### src/rtl/aap_pkg.sv
// Shared definitions for the AAP pipeline: default parameters, instruction
// length encoding and the halfword filler used when assembling short instructions.
package aap_pkg;

    localparam int PC_WIDTH_DEFAULT = 24;
    localparam int RESET_PC_DEFAULT = 0;
    localparam int INSN_LONG_BIT    = 15;

    typedef logic [15:0] half_t;

    localparam half_t HALF_NOP = 16'h0000;

    function automatic logic is_long(input half_t halfword);
        return halfword[INSN_LONG_BIT];
    endfunction

endpackage

### src/rtl/aap_halfword_fifo.sv
// Prefetch buffer of halfwords with their addresses. Entry 0 is always the head;
// pops shift the contents down so the two oldest halfwords are directly readable.
module aap_halfword_fifo
    import aap_pkg::*;
#(
    parameter int DEPTH = 4,
    parameter int AW    = 24,
    localparam int CW   = $clog2(DEPTH + 1)
) (
    input  logic          clock,
    input  logic          reset,
    input  logic          push,
    input  half_t         push_data,
    input  logic [AW-1:0] push_addr,
    input  logic          pop1,
    input  logic          pop2,
    input  logic          flush,
    output half_t         head0_data,
    output logic [AW-1:0] head0_addr,
    output half_t         head1_data,
    output logic [CW-1:0] count
);

    localparam int IW = $clog2(DEPTH);

    half_t         data_q [DEPTH];
    logic [AW-1:0] addr_q [DEPTH];
    half_t         data_n [DEPTH];
    logic [AW-1:0] addr_n [DEPTH];
    logic [CW-1:0] count_q;
    logic [CW-1:0] count_n;
    logic [CW-1:0] npop;
    logic [CW-1:0] wr_idx;

    always_comb begin
        npop = pop2 ? CW'(2) : (pop1 ? CW'(1) : CW'(0));
        data_n = data_q;
        addr_n = addr_q;
        for (int i = 0; i < DEPTH; i++) begin
            if (i + int'(npop) < DEPTH) begin
                data_n[i] = data_q[IW'(i + int'(npop))];
                addr_n[i] = addr_q[IW'(i + int'(npop))];
            end
        end
        // The incoming halfword lands just behind whatever survives the pop.
        wr_idx = count_q - npop;
        if (push) begin
            data_n[IW'(wr_idx)] = push_data;
            addr_n[IW'(wr_idx)] = push_addr;
        end
        count_n = count_q - npop + CW'(push);
    end

    always_ff @(posedge clock) begin
        if (reset || flush) begin
            count_q <= '0;
        end else begin
            count_q <= count_n;
            data_q  <= data_n;
            addr_q  <= addr_n;
        end
    end

    assign head0_data = data_q[0];
    assign head0_addr = addr_q[0];
    assign head1_data = data_q[1];
    assign count      = count_q;

endmodule

### src/rtl/aap_fetch_unit.sv
// AAP instruction fetch: streams halfwords from a one-cycle synchronous memory into a
// prefetch buffer and assembles 16/32-bit instructions for the decoder.
module aap_fetch_unit
    import aap_pkg::*;
#(
    parameter int                  PC_WIDTH  = PC_WIDTH_DEFAULT,
    parameter logic [PC_WIDTH-1:0] RESET_PC  = PC_WIDTH'(RESET_PC_DEFAULT),
    parameter int                  BUF_DEPTH = 4
) (
    input  logic                clock,
    input  logic                reset,
    output logic                imem_req,
    output logic [PC_WIDTH-1:0] imem_addr,
    input  logic [15:0]         imem_rdata,
    input  logic                branch_taken,
    input  logic [PC_WIDTH-1:0] branch_target,
    input  logic                stall,
    output logic [31:0]         fetchoutput,
    output logic                fetch_valid,
    output logic [PC_WIDTH-1:0] fetch_pc
);

    localparam int CW = $clog2(BUF_DEPTH + 1);

    logic [PC_WIDTH-1:0] pc_q;
    logic [PC_WIDTH-1:0] req_addr_q;
    logic                inflight_q;
    logic                kill_q;

    logic                push;
    logic                pop1;
    logic                pop2;
    half_t               head0_data;
    half_t               head1_data;
    logic [PC_WIDTH-1:0] head0_addr;
    logic [CW-1:0]       count;
    logic [CW:0]         occupancy;
    logic                head_long;
    logic                insn_ready;

    aap_halfword_fifo #(
        .DEPTH (BUF_DEPTH),
        .AW    (PC_WIDTH)
    ) u_fifo (
        .clock      (clock),
        .reset      (reset),
        .push       (push),
        .push_data  (imem_rdata),
        .push_addr  (req_addr_q),
        .pop1       (pop1),
        .pop2       (pop2),
        .flush      (branch_taken),
        .head0_data (head0_data),
        .head0_addr (head0_addr),
        .head1_data (head1_data),
        .count      (count)
    );

    // Slots already promised to the in-flight read count as occupied, so a
    // returning halfword always has room.
    assign occupancy = {1'b0, count} + (CW + 1)'(inflight_q);
    assign imem_req  = !reset && !branch_taken && (occupancy < (CW + 1)'(BUF_DEPTH));
    assign imem_addr = pc_q;
    assign push      = inflight_q && !kill_q && !branch_taken;

    // Handshake: an instruction transfers on every cycle where fetch_valid is high
    // and stall is low; fetch_valid never looks at stall, only a branch forces it low.
    assign head_long   = is_long(head0_data);
    assign insn_ready  = head_long ? (count > CW'(1)) : (count != '0);
    assign fetchoutput = insn_ready ? {head0_data, head_long ? head1_data : HALF_NOP} : 32'h0;
    assign fetch_valid = insn_ready && !branch_taken;
    assign fetch_pc    = (count != '0) ? head0_addr : '0;
    assign pop1        = fetch_valid && !stall && !head_long;
    assign pop2        = fetch_valid && !stall && head_long;

    always_ff @(posedge clock) begin
        if (reset) begin
            pc_q       <= RESET_PC;
            req_addr_q <= '0;
            inflight_q <= 1'b0;
            kill_q     <= 1'b0;
        end else begin
            inflight_q <= imem_req;
            if (branch_taken) begin
                pc_q   <= branch_target;
                kill_q <= inflight_q;
            end else begin
                kill_q <= 1'b0;
                if (imem_req) begin
                    pc_q       <= pc_q + PC_WIDTH'(1);
                    req_addr_q <= pc_q;
                end
            end
        end
    end

endmodule

### config.mk
export PLATFORM = sky130hd
export DESIGN_NAME = aap_fetch_unit
export DESIGN_NICKNAME = d
export VERILOG_FILES = /design/src/rtl/aap_pkg.sv /design/src/rtl/aap_halfword_fifo.sv /design/src/rtl/aap_fetch_unit.sv
export SDC_FILE = /design/constraint.sdc
export NUM_CORES = 1
export LEC_CHECK = 0
export CAP_MARGIN = 20
export CELL_PAD_IN_SITES_DETAIL_PLACEMENT = 0
export CELL_PAD_IN_SITES_GLOBAL_PLACEMENT = 2
export CORE_UTILIZATION = 25
export DETAILED_ROUTE_END_ITERATION = 16
export PLACE_DENSITY = 0.68
export SYNTH_ARGS = -nofsm -noshare
export SYNTH_HDL_FRONTEND = slang
export SYNTH_SLANG_ARGS = --single-unit
export TNS_END_PERCENT = 20
### constraint.sdc
create_clock -name clock -period 11 [get_ports clock]
set_input_delay 1.1 -clock clock [delete_from_list [all_inputs] [get_ports clock]]
set_output_delay 1.1 -clock clock [all_outputs]
set_load 0.02 [all_outputs]
==> results.yml, run 1 <==
worst_setup_path:
  required_ns: 9.90
  crit_fanout: 42
  end_kind: "output port"
  worstSetupStartpointType: "flip-flop"
  critPathKind: "reg2out"
  cp.arrival_ns: 3.50
clock_tree:
  clk_latency_ns: 0.56
  cts_resized: 0
  root_buffer: "clkbuf_16"
  clock_sinks: 213
  cts_hold_buf: 0
  clockBufferDepth: 3
  cts_setup_buffers: 0
  clk_pin_slew_worst_paths_ns: 0.06
  tritoncts: "done"
  cts-htree-levels: 1
  cts_inserted_buffers: 28
synthesis:
  avgSynthCellArea_um2: 8.40
  netlist.area_leader.share: 0.374
  synthesis.nets: 1575
  synth_area_leaders: "edfxtp_1 37%, nand2_1 11%, dfxtp_1 8.3%"
  synthAdderAreaFrac: 0.00351
  synthArstFlopShare: 0
  synth_top_family_by_area: "simple AND/OR/NAND/NOR gates"
  synth-seq-area-share: 0.457
  yosys_warnings: 0
  synth_edf_count: 160
  ys_ff_latch: 213
  synthMuxAreaShare: 0.0529
  synthCells: 1528
  synth_area_um2: 12800
  synth_ff_type: "edfxtp_1"
  synth_compound_area_frac: 0.206
  synth_xor_area_frac: 0.00614
  synth-simple-area-share: 0.226
  yosysTopAreaCell: "edfxtp_1"
  synth.distinct_cells: 61
power:
  internal_power_mw: 1.47
  p_sw_mw: 0.521
  pwr-share-comb: 0.099
  clockPowerShare: 0.425
  power.density_nw_per_um2: 129
  ir_drop_mv: 0.113
  power.leakage_nw: 5.44
  seq_power_share: 0.476
  p_sw_frac: 0.262
cells_and_area:
  syn_to_final_growth_pct: 19.9
  diodes: 0
  layout.area.seq_um2: 5870
  layout_commonest_cell: "nand2_1"
  final_util: 0.305
  finalNonFillerCells: 2274
  multiInputGateArea_um2: 6390
  final_cell_mix: "376 x nand2_1, 165 x nor2_1, 160 x edfxtp_1, 123 x clkdlybuf4s50_1, 110 x a21oi_1"
  fillers: 5314
  drive_gt1_frac: 0.0805
  final_nets: 1628
timing:
  rsz0062_at_grt: "no"
  clock.fmax_mhz: 217
  finalHoldViolCount: 0
  post-route-min-period_ns: 4.60
  slew_viol_final: 0
  maxSlewHeadroom: 0.327
  tightest_slew_ns: 1.01
  finalClockSkew_ns: 0.00755
  period_share: 0.418
  setup_viol: 0
  fin_tns_setup_ns: 0
detailed_routing:
  num_vias: 11236
  drt_pass1_iterations: 5
  viasPerCell: 4.94
  drcViolationCount: 0
  final_antenna_net_count: 0
  wire_per_inst_um: 18.5
  detail_route.wirelength_um: 42200
  drtIter0Drc: 896
grt:
  grt_max_degree: 89
  grt_first_pass_wirelength_um: 65700
  overflow: 0
  grt_pass1_vias: 10816
  antenna_found_initial: 0
  grtUsageTotal: 0.157
place:
  gp_congestion: 0.734
  placedCellCount: 2223
  port_buffers: 125
  hpwl_um: 24900
floorplanning:
  core.rowCount: 82
  core_area_um2: 50400
  io_pins: 126
  start_util: 0.255
  dieArea_um2: 52200
  dieHeight_um: 229
  fp.dieW_um: 229
run_status:
  status: "completed"
job:
  max_cap_viol_count: 0
hold_path:
  hold_class: "reg2reg"
metal layers:
layer | part of all wire | track usage
met2 | 0.45 | 0.252
met1 | 0.50 | 0.224
met4 | 0.021 | 0.0361
met5 | 0 | 0
met3 | 0.037 | 0.0198
synth_stat cells (5+ instances only):
cell type,n
clkbuf_1,64
a21o_1,26
nor3_1,5
mux2i_1,63
a31oi_1,79
nand2_1,377
a22oi_1,18
buf_1,6
buf_2,49
dfxtp_1,53
nand3_1,11
inv_1,11
xor2_1,6
a31o_2,40
and3_1,21
and2_1,38
a21oi_1,110
nor2_1,167
nand4_1,7
o22ai_1,5
nor2b_1,28
a211oi_1,24
o21ai_0,104
edfxtp_1,160
metrics by stage:
step           area (µm²)  total power [mW]  worst slack [ns]  hold WS [ns]
2_1_floorplan       12800              1.08              2.10         0.476
3_3_place_gp        14600              1.16              6.30         0.517
3_5_place_dp        14600              1.16              6.18         0.516
4_1_cts             15400              2.02              6.20         0.526
5_1_grt             15400              2.07              6.13         0.550
6_report            15400              1.99              6.40         0.523
state kept, by name, summed over array words and instances, names as in the netlist:
name / count
u_fifo.head0_data: 16
req_addr_q: 24
u_fifo.data_q: 32
imem_addr: 24
kill_q: 1
u_fifo.head1_data: 16
inflight_q: 1
u_fifo.head0_addr: 24
u_fifo.count: 3
u_fifo.addr_q: 72
power groups by stage:
stage,clock network (mW),logic [mW],registers [mW]
floorplan,0,0.122,0.960
global placement,0,0.196,0.966
detailed placement,0,0.198,0.965
CTS,0.874,0.199,0.948
global route,0.901,0.218,0.954
finish,0.846,0.196,0.948
layout make-up:
cell class / instances / area share
Timing Repair Buffer: 148 / 0.0919
Inverter: 13 / 0.00350
Sequential cell: 213 / 0.381
Multi-Input combinational cell: 1177 / 0.415
Clock inverter: 16 / 0.00480
Tap cell: 672 / 0.0546
Clock buffer: 35 / 0.0486
final timing paths:
check / from / end / slack, ns / depth (start not counted)
setup / recovery: u_fifo.head0_data[15]$_DFFE_PN_ / fetchoutput[15] / 6.40 / 4
hold / removal: req_addr_q[14]$_SDFFE_PP0P_ / req_addr_q[14]$_SDFFE_PP0P_ / 0.52 / 2
setup reg to reg: u_fifo.head0_data[15]$_DFFE_PN_ / u_fifo.data_q[4]$_DFFE_PN_ / 6.96 / 9
hold reg to reg: req_addr_q[14]$_SDFFE_PP0P_ / req_addr_q[14]$_SDFFE_PP0P_ / 0.52 / 2
cells by family after synthesis:
| kind of cell | Yosys count |
|---|---|
| fa+ha+maj | 3 |
| buf+inv | 138 |
| flops | 213 |
| simple gates | 672 |
| mux | 67 |
| xor+xnor | 9 |
| compound gates | 426 |
worst max-delay path, cell delays in order, from the launching register on:
cell and delay (ns):
edfxtp_1 0.46, buf_4 0.78, nor2b_2 0.79, and2_1 0.27, clkdlybuf4s50_1 0.62
Note: power is estimated with default switching activity, not from simulation.
==> run 2: changes to the inputs <==
==> constraint.sdc (replaced) <==
create_clock -name clock -period 4.6 [get_ports clock]
set_input_delay 0.46 -clock clock [delete_from_list [all_inputs] [get_ports clock]]
set_output_delay 0.46 -clock clock [all_outputs]
set_load 0.02 [all_outputs]
==> run 2 against run 1 <==
- global-route usage up 0.22 points
- largest power group is now the clock network
- cell area up 1.8%
- power rose to 2.5 times the previous value
- combinational power up 140%
- die area unchanged
==> results.yml, run 2 (synthesized netlist as in run 1, its figures left out) <==
floorplanning:
  fp.dieW_um: 229
  dieHeight_um: 229
  io_pins: 126
  start_util: 0.255
  dieArea_um2: 52200
  core.rowCount: 82
  core_area_um2: 50400
worst_setup_path:
  crit_top_cell: "buf_4"
  crit_fanout: 39
  critical_path_buf_inv_count: 3
  required_ns: 4.14
  cpMaxStageDelayCell: "buf_4"
  cp.arrival_ns: 3.29
  end_kind: "output port"
  crit_chain: "buf_4 > nor2b_1 > buf_4 > and2_1 > clkdlybuf4s50_1"
  worst_path_largest_cell_delay_ns: 0.78
  worstSetupStartpointType: "flip-flop"
  crit_family: "buffers and inverters"
  critPathKind: "reg2out"
place:
  port_buffers: 125
  pre_cts_slack_ns: 0.956
  gp_congestion: 0.730
  placedCellCount: 2231
  hpwl_um: 25500
clock_tree:
  clk_pin_slew_worst_paths_ns: 0.06
  cts_hold_buf: 0
  clk_latency_ns: 0.56
  clock_sinks: 213
  root_buffer: "clkbuf_16"
  cts_setup_buffers: 0
  tritoncts: "done"
  cts_resized: 0
  clockBufferDepth: 3
  cts_inserted_buffers: 30
  cts-htree-levels: 1
cells_and_area:
  final_util: 0.311
  max_flop_register: "u_fifo.addr_q"
  final_cell_mix: "376 x nand2_1, 165 x nor2_1, 160 x edfxtp_1, 123 x clkdlybuf4s50_1, 110 x a21oi_1"
  syn_to_final_growth_pct: 22.0
  final_nets: 1639
  layout_commonest_cell: "nand2_1"
  top_regs: "u_fifo.addr_q (72), u_fifo.data_q (32)"
  drive_gt1_frac: 0.0860
  largest_reg_flops: 72
  finalNonFillerCells: 2288
  diodes: 0
grt:
  grt_first_pass_wirelength_um: 66200
  overflow: 0
  grtUsageTotal: 0.159
  antenna_found_initial: 0
  grt_max_degree: 104
  grt_pass1_vias: 10970
detailed_routing:
  num_vias: 11270
  viasPerCell: 4.93
  drt_pass1_iterations: 5
  drtIter0Drc: 852
  final_antenna_net_count: 0
  detail_route.wirelength_um: 42600
  wire_per_inst_um: 18.6
  drcViolationCount: 0
timing:
  clock.fmax_mhz: 267
  finalClockSkew_ns: 0.0117
  period_share: 0.815
  rsz0062_at_grt: "no"
  fin_tns_setup_ns: 0
  finalHoldViolCount: 0
  worst_slack_ns: 0.851
  tightest_slew_ns: 1.07
  setup_viol: 0
  slew_viol_final: 0
  post-route-min-period_ns: 3.75
  maxSlewHeadroom: 0.287
run_status:
  status: "completed"
power:
  power.density_nw_per_um2: 324
  ir_drop_mv: 0.272
  total_power_mw: 5.08
  power.leakage_nw: 5.57
hold_path:
  hold_class: "in2reg"
job:
  max_cap_viol_count: 0
run 2: changes by cell type in the layout (fill, tap and decap cells not counted), sizes merged:
cell / change
buf: +9
clkbuf: +8
clkinv: -4
bufinv: +2
clkinvlp: -1
run 2: area by class of cell:
type                       count  area (µm²)
fill                        5226       34700
multi-input combinational   1177        6390
sequential                   213        5870
timing repair buffer         157        1530
clock buffer                  43         872
tap                          672         841
clock inverter                13         113
inverter                      13        53.8
run 2: worst paths after layout:
kind | start | to | slack (ns) | cells past startpoint
setup reg to reg | u_fifo.head0_data[15]$_DFFE_PN_ | u_fifo.head0_addr[8]$_DFFE_PN_ | 1.24 | 9
setup / recovery | u_fifo.head0_data[15]$_DFFE_PN_ | fetchoutput[15] | 0.85 | 5
hold reg to reg | req_addr_q[14]$_SDFFE_PP0P_ | req_addr_q[14]$_SDFFE_PP0P_ | 0.53 | 2
hold / removal | branch_taken | u_fifo.count[1]$_SDFF_PP0_ | 0.41 | 4
run 2: through the flow:
step / cell area (µm²) / hold WS (ns)
detailed placement: 14600 / 0.515
floorplan: 12800 / 0.476
global route: 15700 / 0.422
global placement: 14600 / 0.518
CTS: 15600 / 0.401
finish: 15700 / 0.405
run 2: layer usage:
layer / vias up / part of all wire / track usage / wire length [µm]
li1: 5561 / - / - / -
met1: 5406 / 0.49 / 0.223 / 20800
met5: - / 0 / 0 / 0
met3: 47 / 0.044 / 0.0235 / 1850
met2: 256 / 0.45 / 0.257 / 19200
met4: 0 / 0.017 / 0.0369 / 727
run 2: report_power, final:
group          leakage [nW]  switching [mW]  internal (mW)
combinational          3.16           0.267          0.210
clock                 0.478           0.916           1.42
sequential             1.94          0.0970           2.17
total                  5.57            1.28           3.80
run 2: tightest hold or removal path, delay by kind of cell:
family | cells | cell delay, ns
and+or+nand+nor | 2 | 0.19
buffers and inverters | 1 | 0.21
AOI/OAI and AO/OA | 1 | 0.06
